File: src/rtl/mgmt_drp_bridge_if.sv
// Byte-wide management register bus: strobed reads answered one cycle later,
// strobed writes applied at the next clock edge.
interface mgmt_drp_bridge_if;
  logic        rd_en;
  logic [15:0] rd_addr;
  logic        rd_valid;
  logic [7:0]  rd_data;
  logic        wr_en;
  logic [15:0] wr_addr;
  logic [7:0]  wr_data;

  modport master (
    output rd_en, rd_addr, wr_en, wr_addr, wr_data,
    input  rd_valid, rd_data
  );

  modport slave (
    input  rd_en, rd_addr, wr_en, wr_addr, wr_data,
    output rd_valid, rd_data
  );
endinterface

File: src/rtl/mgmt_drp_bridge.sv
// Multi-lane DRP access bridge: per-lane staging registers, launch FSM with
// completion timeout, captured read data, sticky status and a W1C completion irq.
module mgmt_drp_bridge #(
  parameter int          NUM_LANES = 4,
  parameter int          ADDR_BITS = 9,
  parameter int          TIMEOUT   = 1023,
  parameter logic [15:0] BASE_ADDR = 16'h0080,
  parameter logic [15:0] STRIDE    = 16'h0020
) (
  input  logic                   clk,
  input  logic                   rst,
  mgmt_drp_bridge_if.slave       bus,
  output logic                   irq,
  output logic [NUM_LANES-1:0]   drp_en,
  output logic                   drp_we,
  output logic [ADDR_BITS-1:0]   drp_addr,
  output logic [15:0]            drp_wdata,
  input  logic [16*NUM_LANES-1:0] drp_rdata,
  input  logic [NUM_LANES-1:0]   drp_done,
  input  logic [NUM_LANES-1:0]   rx_rstdone
);

  localparam int          CW          = $clog2(TIMEOUT + 1);
  localparam logic [CW-1:0] TO_CNT    = CW'(TIMEOUT);
  localparam logic [15:0] GLOBAL_ADDR = 16'(BASE_ADDR + NUM_LANES * STRIDE);

  typedef enum logic {IDLE, BUSY} lane_state_t;

  lane_state_t          state_reg [NUM_LANES];
  logic [CW-1:0]        cnt_reg   [NUM_LANES];
  logic [15:0]          wd_reg    [NUM_LANES];
  logic [7:0]           ad_reg    [NUM_LANES];
  logic [15:0]          rd_reg    [NUM_LANES];
  logic                 we_reg    [NUM_LANES];
  logic [NUM_LANES-1:0] timeout_reg, done_reg, overrun_reg;
  logic [NUM_LANES-1:0] irq_stat_reg, irq_mask_reg, drp_en_reg;
  logic                 irq_reg, drp_we_reg, rd_valid_reg;
  logic [ADDR_BITS-1:0] drp_addr_reg;
  logic [15:0]          drp_wdata_reg;
  logic [7:0]           rd_data_reg;

  logic [NUM_LANES-1:0] sel_wd_lo, sel_wd_hi, sel_ad, sel_launch, sel_stat;
  logic [NUM_LANES-1:0] launch_ok, done_evt, to_evt, complete;
  logic [NUM_LANES-1:0][7:0] lane_rd;
  logic                 sel_irq_stat, sel_irq_mask;
  logic [7:0]           rd_next;
  logic                 launch_we;
  logic [14:0]          launch_ad;
  logic [15:0]          launch_wd;

  genvar gi;
  generate
    for (gi = 0; gi < NUM_LANES; gi++) begin : g_lane
      localparam logic [15:0] LANE_ADDR = 16'(BASE_ADDR + gi * STRIDE);
      logic [15:0] wr_off, rd_off;
      logic [7:0]  rd_val;
      logic        busy;

      assign wr_off = bus.wr_addr - LANE_ADDR;
      assign rd_off = bus.rd_addr - LANE_ADDR;
      assign busy   = (state_reg[gi] == BUSY);

      assign sel_wd_lo[gi]  = bus.wr_en && (wr_off == 16'd0);
      assign sel_wd_hi[gi]  = bus.wr_en && (wr_off == 16'd1);
      assign sel_ad[gi]     = bus.wr_en && (wr_off == 16'd2);
      assign sel_launch[gi] = bus.wr_en && (wr_off == 16'd3);
      assign sel_stat[gi]   = bus.wr_en && (wr_off == 16'd6);

      // drp_done has priority over an expiring counter in the same cycle
      assign launch_ok[gi] = sel_launch[gi] && !busy;
      assign done_evt[gi]  = busy && drp_done[gi];
      assign to_evt[gi]    = busy && !drp_done[gi] && (cnt_reg[gi] == TO_CNT);
      assign complete[gi]  = done_evt[gi] || to_evt[gi];

      always_comb begin
        rd_val = 8'h00;
        case (rd_off)
          16'd0:   rd_val = wd_reg[gi][7:0];
          16'd1:   rd_val = wd_reg[gi][15:8];
          16'd2:   rd_val = ad_reg[gi];
          16'd4:   rd_val = rd_reg[gi][7:0];
          16'd5:   rd_val = rd_reg[gi][15:8];
          16'd6:   rd_val = {3'b000, rx_rstdone[gi], overrun_reg[gi],
                             done_reg[gi], timeout_reg[gi], busy};
          default: rd_val = 8'h00;
        endcase
      end
      assign lane_rd[gi] = rd_val;
    end
  endgenerate

  assign sel_irq_stat = bus.wr_en && (bus.wr_addr == GLOBAL_ADDR);
  assign sel_irq_mask = bus.wr_en && (bus.wr_addr == GLOBAL_ADDR + 16'd1);

  always_comb begin
    rd_next = 8'h00;
    for (int i = 0; i < NUM_LANES; i++) rd_next = rd_next | lane_rd[i];
    if (bus.rd_addr == GLOBAL_ADDR)         rd_next = 8'(irq_stat_reg);
    if (bus.rd_addr == GLOBAL_ADDR + 16'd1) rd_next = 8'(irq_mask_reg);
  end

  // At most one lane can accept a launch per cycle: there is one write port
  always_comb begin
    launch_we = 1'b0;
    launch_ad = '0;
    launch_wd = '0;
    for (int i = 0; i < NUM_LANES; i++) begin
      if (launch_ok[i]) begin
        launch_we = bus.wr_data[7];
        launch_ad = {bus.wr_data[6:0], ad_reg[i]};
        launch_wd = wd_reg[i];
      end
    end
  end

  always_ff @(posedge clk) begin
    if (rst) begin
      for (int i = 0; i < NUM_LANES; i++) begin
        state_reg[i] <= IDLE;
        cnt_reg[i]   <= '0;
        wd_reg[i]    <= '0;
        ad_reg[i]    <= '0;
        rd_reg[i]    <= '0;
        we_reg[i]    <= 1'b0;
      end
      timeout_reg   <= '0;
      done_reg      <= '0;
      overrun_reg   <= '0;
      irq_stat_reg  <= '0;
      irq_mask_reg  <= '0;
      drp_en_reg    <= '0;
      irq_reg       <= 1'b0;
      drp_we_reg    <= 1'b0;
      drp_addr_reg  <= '0;
      drp_wdata_reg <= '0;
      rd_valid_reg  <= 1'b0;
      rd_data_reg   <= '0;
    end else begin
      rd_valid_reg <= bus.rd_en;
      rd_data_reg  <= bus.rd_en ? rd_next : 8'h00;
      irq_reg      <= |(irq_stat_reg & irq_mask_reg);
      drp_en_reg   <= launch_ok;

      if (|launch_ok) begin
        drp_we_reg    <= launch_we;
        drp_addr_reg  <= launch_ad[ADDR_BITS-1:0];
        drp_wdata_reg <= launch_wd;
      end

      // Completion sets are applied after the W1C so a same-cycle set wins
      if (sel_irq_stat) irq_stat_reg <= (irq_stat_reg & ~bus.wr_data[NUM_LANES-1:0]) | complete;
      else              irq_stat_reg <= irq_stat_reg | complete;
      if (sel_irq_mask) irq_mask_reg <= bus.wr_data[NUM_LANES-1:0];

      for (int i = 0; i < NUM_LANES; i++) begin
        if (sel_wd_lo[i]) wd_reg[i][7:0]  <= bus.wr_data;
        if (sel_wd_hi[i]) wd_reg[i][15:8] <= bus.wr_data;
        if (sel_ad[i])    ad_reg[i]       <= bus.wr_data;
        if (sel_stat[i]) begin
          timeout_reg[i] <= 1'b0;
          done_reg[i]    <= 1'b0;
          overrun_reg[i] <= 1'b0;
        end
        if (sel_launch[i] && state_reg[i] == BUSY) overrun_reg[i] <= 1'b1;

        case (state_reg[i])
          IDLE: begin
            if (launch_ok[i]) begin
              state_reg[i] <= BUSY;
              cnt_reg[i]   <= '0;
              we_reg[i]    <= bus.wr_data[7];
            end
          end
          BUSY: begin
            cnt_reg[i] <= cnt_reg[i] + CW'(1);
            if (done_evt[i]) begin
              if (!we_reg[i]) rd_reg[i] <= drp_rdata[16*i +: 16];
              done_reg[i]  <= 1'b1;
              state_reg[i] <= IDLE;
            end else if (to_evt[i]) begin
              timeout_reg[i] <= 1'b1;
              done_reg[i]    <= 1'b1;
              state_reg[i]   <= IDLE;
            end
          end
          default: state_reg[i] <= IDLE;
        endcase
      end
    end
  end

  assign irq          = irq_reg;
  assign drp_en       = drp_en_reg;
  assign drp_we       = drp_we_reg;
  assign drp_addr     = drp_addr_reg;
  assign drp_wdata    = drp_wdata_reg;
  assign bus.rd_valid = rd_valid_reg;
  assign bus.rd_data  = rd_data_reg;

endmodule

File: src/flat_wrapper.sv
// flat-port wrapper written by rule: the top's interface ports become plain ports
module mgmt_drp_bridge_flat 
#(
  parameter int          NUM_LANES = 4,
  parameter int          ADDR_BITS = 9,
  parameter int          TIMEOUT   = 1023,
  parameter logic [15:0] BASE_ADDR = 16'h0080,
  parameter logic [15:0] STRIDE    = 16'h0020
)
  (clk, rst, irq, drp_en, drp_we, drp_addr, drp_wdata, drp_rdata, drp_done, rx_rstdone, bus_rd_en, bus_rd_addr, bus_wr_en, bus_wr_addr, bus_wr_data, bus_rd_valid, bus_rd_data);
  mgmt_drp_bridge_if bus_i ();
  input  logic clk;
  input  logic rst;
  output logic irq;
  output logic [NUM_LANES-1:0] drp_en;
  output logic drp_we;
  output logic [ADDR_BITS-1:0] drp_addr;
  output logic [15:0] drp_wdata;
  input  logic [16*NUM_LANES-1:0] drp_rdata;
  input  logic [NUM_LANES-1:0] drp_done;
  input  logic [NUM_LANES-1:0] rx_rstdone;
  input wire logic [$bits(bus_i.rd_en)-1:0] bus_rd_en;
  input wire logic [$bits(bus_i.rd_addr)-1:0] bus_rd_addr;
  input wire logic [$bits(bus_i.wr_en)-1:0] bus_wr_en;
  input wire logic [$bits(bus_i.wr_addr)-1:0] bus_wr_addr;
  input wire logic [$bits(bus_i.wr_data)-1:0] bus_wr_data;
  output wire logic [$bits(bus_i.rd_valid)-1:0] bus_rd_valid;
  output wire logic [$bits(bus_i.rd_data)-1:0] bus_rd_data;
  assign bus_i.rd_en = bus_rd_en;
  assign bus_i.rd_addr = bus_rd_addr;
  assign bus_i.wr_en = bus_wr_en;
  assign bus_i.wr_addr = bus_wr_addr;
  assign bus_i.wr_data = bus_wr_data;
  assign bus_rd_valid = bus_i.rd_valid;
  assign bus_rd_data = bus_i.rd_data;
  mgmt_drp_bridge #(.NUM_LANES(NUM_LANES), .ADDR_BITS(ADDR_BITS), .TIMEOUT(TIMEOUT), .BASE_ADDR(BASE_ADDR), .STRIDE(STRIDE)) u_core (.clk(clk), .rst(rst), .bus(bus_i), .irq(irq), .drp_en(drp_en), .drp_we(drp_we), .drp_addr(drp_addr), .drp_wdata(drp_wdata), .drp_rdata(drp_rdata), .drp_done(drp_done), .rx_rstdone(rx_rstdone));
endmodule
File: config.mk
export PLATFORM = sky130hd
export DESIGN_NAME = mgmt_drp_bridge_flat
export DESIGN_NICKNAME = d
export VERILOG_FILES = /design/src/rtl/mgmt_drp_bridge_if.sv /design/src/rtl/mgmt_drp_bridge.sv /design/src/flat_wrapper.sv
export SDC_FILE = /design/constraint.sdc
export NUM_CORES = 1
export LEC_CHECK = 0
export ABC_AREA = 1
export BUFFER_PORTS_ARGS = -buffer_cell sky130_fd_sc_hd__buf_2
export CELL_PAD_IN_SITES_DETAIL_PLACEMENT = 0
export CELL_PAD_IN_SITES_GLOBAL_PLACEMENT = 2
export CORE_MARGIN = 2
export CORE_UTILIZATION = 35
export CTS_CLUSTER_DIAMETER = 60
export DETAILED_ROUTE_END_ITERATION = 6
export PLACE_DENSITY = 0.78
export SETUP_SLACK_MARGIN = 0.15
export SLEW_MARGIN = 20
export SYNTH_ARGS = -nofsm -noshare
export SYNTH_HDL_FRONTEND = slang
export SYNTH_SLANG_ARGS = --single-unit
File: constraint.sdc
create_clock -name clk -period 2.82 [get_ports clk]
set_input_delay 0 -clock clk [delete_from_list [all_inputs] [get_ports clk]]
set_output_delay 0 -clock clk [all_outputs]
set_load 0.01 [all_outputs]
==> results.txt <==
Critical path origin -> u_core.cnt_reg[3][0]$_SDFFCE_PN0P_
CTS tree -> done
syn avg cell area -> 7.72 µm²
final-report setup violation count -> 0
die width -> 212 µm
Routed Antenna Nets -> 0
top-level I/O count -> 156
Final Hold Fails -> 0
post-DR wirelength/cell -> 20.0 µm
Synth Net Count -> 2087
top-area cell type share of the netlist area -> 0.407
number of vias per cell -> 5.02
Fin Hold WS -> 38.2 ps
H-tree depth -> 2
multi-input combinational cell area -> 0.00627 mm²
Final Critical Period -> 2380 ps
Initial Utilization -> 0.353
Pleak -> 0.00849 µW
hold crit path type -> primary input to register
WS Path Type -> register to register
reg2reg path depth -> 12
Peak Freq -> 420 MHz
worst endpoint data arrival time -> 2860 ps
nature of the critical path endpoint -> register
first drt pass iteration count -> 6
Chip Height -> 212 µm
RSZ-0062 raised after global routing -> no
CP required -> 3300 ps
Startpoint Class -> register
met3 Use GR -> 0.0515
Syn Inst Count -> 1958
initial antenna violation count -> 0
Power Density -> 512 mW/mm²
Clk Latency, worst-skew pair -> 550 ps
post-synthesis sequential area ratio -> 0.491
post-synthesis cell type count -> 46
DR iter-0 viols -> 1299
CTS max path bufs -> 3
synth cell count leaders -> nor2_1, nand2_1, inv_1
final-stage net count -> 2350
IO buf count -> 155
Reg2Reg Setup Slack -> 440 ps
ys flop type -> edfxtp_1
Slew @ Worst Pin -> 1020 ps
slew margin rel. -> 0.316
most frequent cell after synthesis -> nor2_1
All-Layer GR Usage -> 0.253
GP Congestion -> 0.928
top cell type by total area after synthesis -> edfxtp_1
layout cells sized above 1 -> 0.141
filler cell count -> 4408
Max Cap Viol -> 0
Max Slew Vio Count -> 0
Clock Skews -> 19.2 ps
first-pass GRT wire length -> 83600 µm
core box area -> 0.0429 mm²
die area -> 0.0449 mm²
Final HPWL DP -> 43100 µm
Vias -> 14226
# diodes -> 0
Crit Path Max Fanout -> 3
vias in the first global route -> 13685
outcome -> complete, no violations
Clock Sinks -> 268
Mapped Area -> 0.0151 mm²
CTS root buf -> clkbuf_16
WL final -> 56800 µm
met2 usage -> 0.396
Yosys Warn Count -> 0
TritonCTS buffer count -> 35
grt ovf -> 0
clock transition at the registers of the reported paths -> 60 ps
critical path endpoint -> u_core.irq_stat_reg[3]$_SDFF_PP0_
#FFs+latches synth -> 268
total negative slack -> 0 ps
GRT met1 Usage -> 0.345
number of synthesized flops with an enable pin -> 205
reg2reg start -> u_core.cnt_reg[3][0]$_SDFFCE_PN0P_
largest net degree at the start of global routing -> 38
Final Cycle Share -> 0.845
area grow syn2layout -> 23.2%
Synth area leaders -> edfxtp_1, nor2_1, nand2_1
busiest grt layer -> met2
asr flop ratio synth -> 0
drc violations -> 0
worst r2r dst -> u_core.irq_stat_reg[3]$_SDFF_PP0_
VDD IR max -> 0.289 mV
row count -> 76
register area -> 0.00742 mm²
## cell type report
type	instances	area share
tap	585	0.0393
clock inverter	14	0.00618
multi-input combinational	1341	0.337
inverter	283	0.0572
sequential	268	0.398
timing repair buffer	292	0.109
clock buffer	50	0.0534
## power breakdown
| group | switching (µW) | total (µW) | internal, µW |
|---|---|---|---|
| registers | 85.0 | 4460 | 4380 |
| logic | 475 | 721 | 246 |
| clock network | 1790 | 4360 | 2560 |
| total | 2350 | 9540 | 7190 |
## through the flow
stage	utilization	area [µm²]	instances	setup WS, ps	power [µW]
2_1_floorplan	-	15100	1958	492	4840
3_3_place_gp	0.391	16700	2693	42.7	5180
6_report	0.434	18600	2833	438	9540
5_1_grt	0.434	18600	2833	195	9830
4_1_cts	0.434	18600	2833	317	9610
3_5_place_dp	0.391	16700	2693	33.8	5170
## routing by layer
| metal | vias up | part of all wire | wire (µm) |
|---|---|---|---|
| met5 | - | 0 | 0 |
| met4 | 0 | 0.033 | 1890 |
| met2 | 559 | 0.44 | 24900 |
| met1 | 6645 | 0.45 | 25500 |
| li1 | 6919 | - | - |
| met3 | 103 | 0.080 | 4560 |
## critical path, stage by stage (launching register included)
cell and delay, ps:
edfxtp_1 370, ha_1 180, nand2_1 70, nor2_1 80, inv_1 60, nor3_1 150
inv_1 100, nor3_2 170, nand3_1 100, nor3_1 240, a21oi_1 120, a21oi_1 140
dlygate4sd3_1 560
## cells in the final DEF (no fill, tap or decap), types with 4 or more instances in the layout
cell type,netlist,final
nand3_1,166,166
nor2_2,9,9
nor3_1,36,35
buf_2,21,155
o21ai_1,14,18
o21ai_0,112,108
a21oi_2,7,7
clkinv_2,1,6
a21oi_1,51,51
edfxtp_1,205,205
nand3_2,5,5
and3_1,4,4
dlygate4sd3_1,0,76
nand2_2,4,4
nor3b_1,8,8
nor2_4,9,9
clkbuf_1,29,11
o211ai_1,8,8
clkinv_1,2,4
buf_4,4,58
clkbuf_16,0,37
nor2_1,394,394
xor2_1,19,19
dfxtp_1,63,63
nand4_1,67,67
ha_1,13,13
inv_1,275,275
nand2_1,384,384
inv_2,4,5
nor3_2,3,4
## timing repair
| item | CTS | global route |
|---|---|---|
| buffers inserted | 0 | 0 |
| gates resized for setup | 0 | 1 |
| hold buffers | 76 | 0 |
| endpoints found under the setup margin | 0 | 1 |
| endpoints found under the hold margin | 85 | 0 |
## how the worst min path moves through the flow
stage / startpoint / to / slack, ps / depth (start not counted)
floorplan: bus_wr_data[0] / u_core.drp_addr[8]$_SDFFE_PP0P_ / 160 / 2
global placement: bus_wr_data[0] / u_core.drp_addr[8]$_SDFFE_PP0P_ / 280 / 3
detailed placement: bus_wr_data[0] / u_core.drp_addr[8]$_SDFFE_PP0P_ / 290 / 3
CTS: rx_rstdone[3] / u_core.bus.rd_data[4]$_SDFF_PP0_ / 10 / 7
global route: rx_rstdone[3] / u_core.bus.rd_data[4]$_SDFF_PP0_ / 100 / 7
finish: rx_rstdone[3] / u_core.bus.rd_data[4]$_SDFF_PP0_ / 40 / 7
## kinds of logic (layout without fill, tap and decap cells)
kind of cell	Yosys count	count (layout)	share of synthesized area
flip-flops	268	268	0.491
buffers and inverters	349	639	0.0952
AND/OR/NAND/NOR	1102	1102	0.318
adder cells (fa/ha/maj)	13	13	0.0108
AO/OA/AOI/OAI	204	204	0.0727
XOR/XNOR	22	22	0.0127
(Power assumes the default switching activity.)
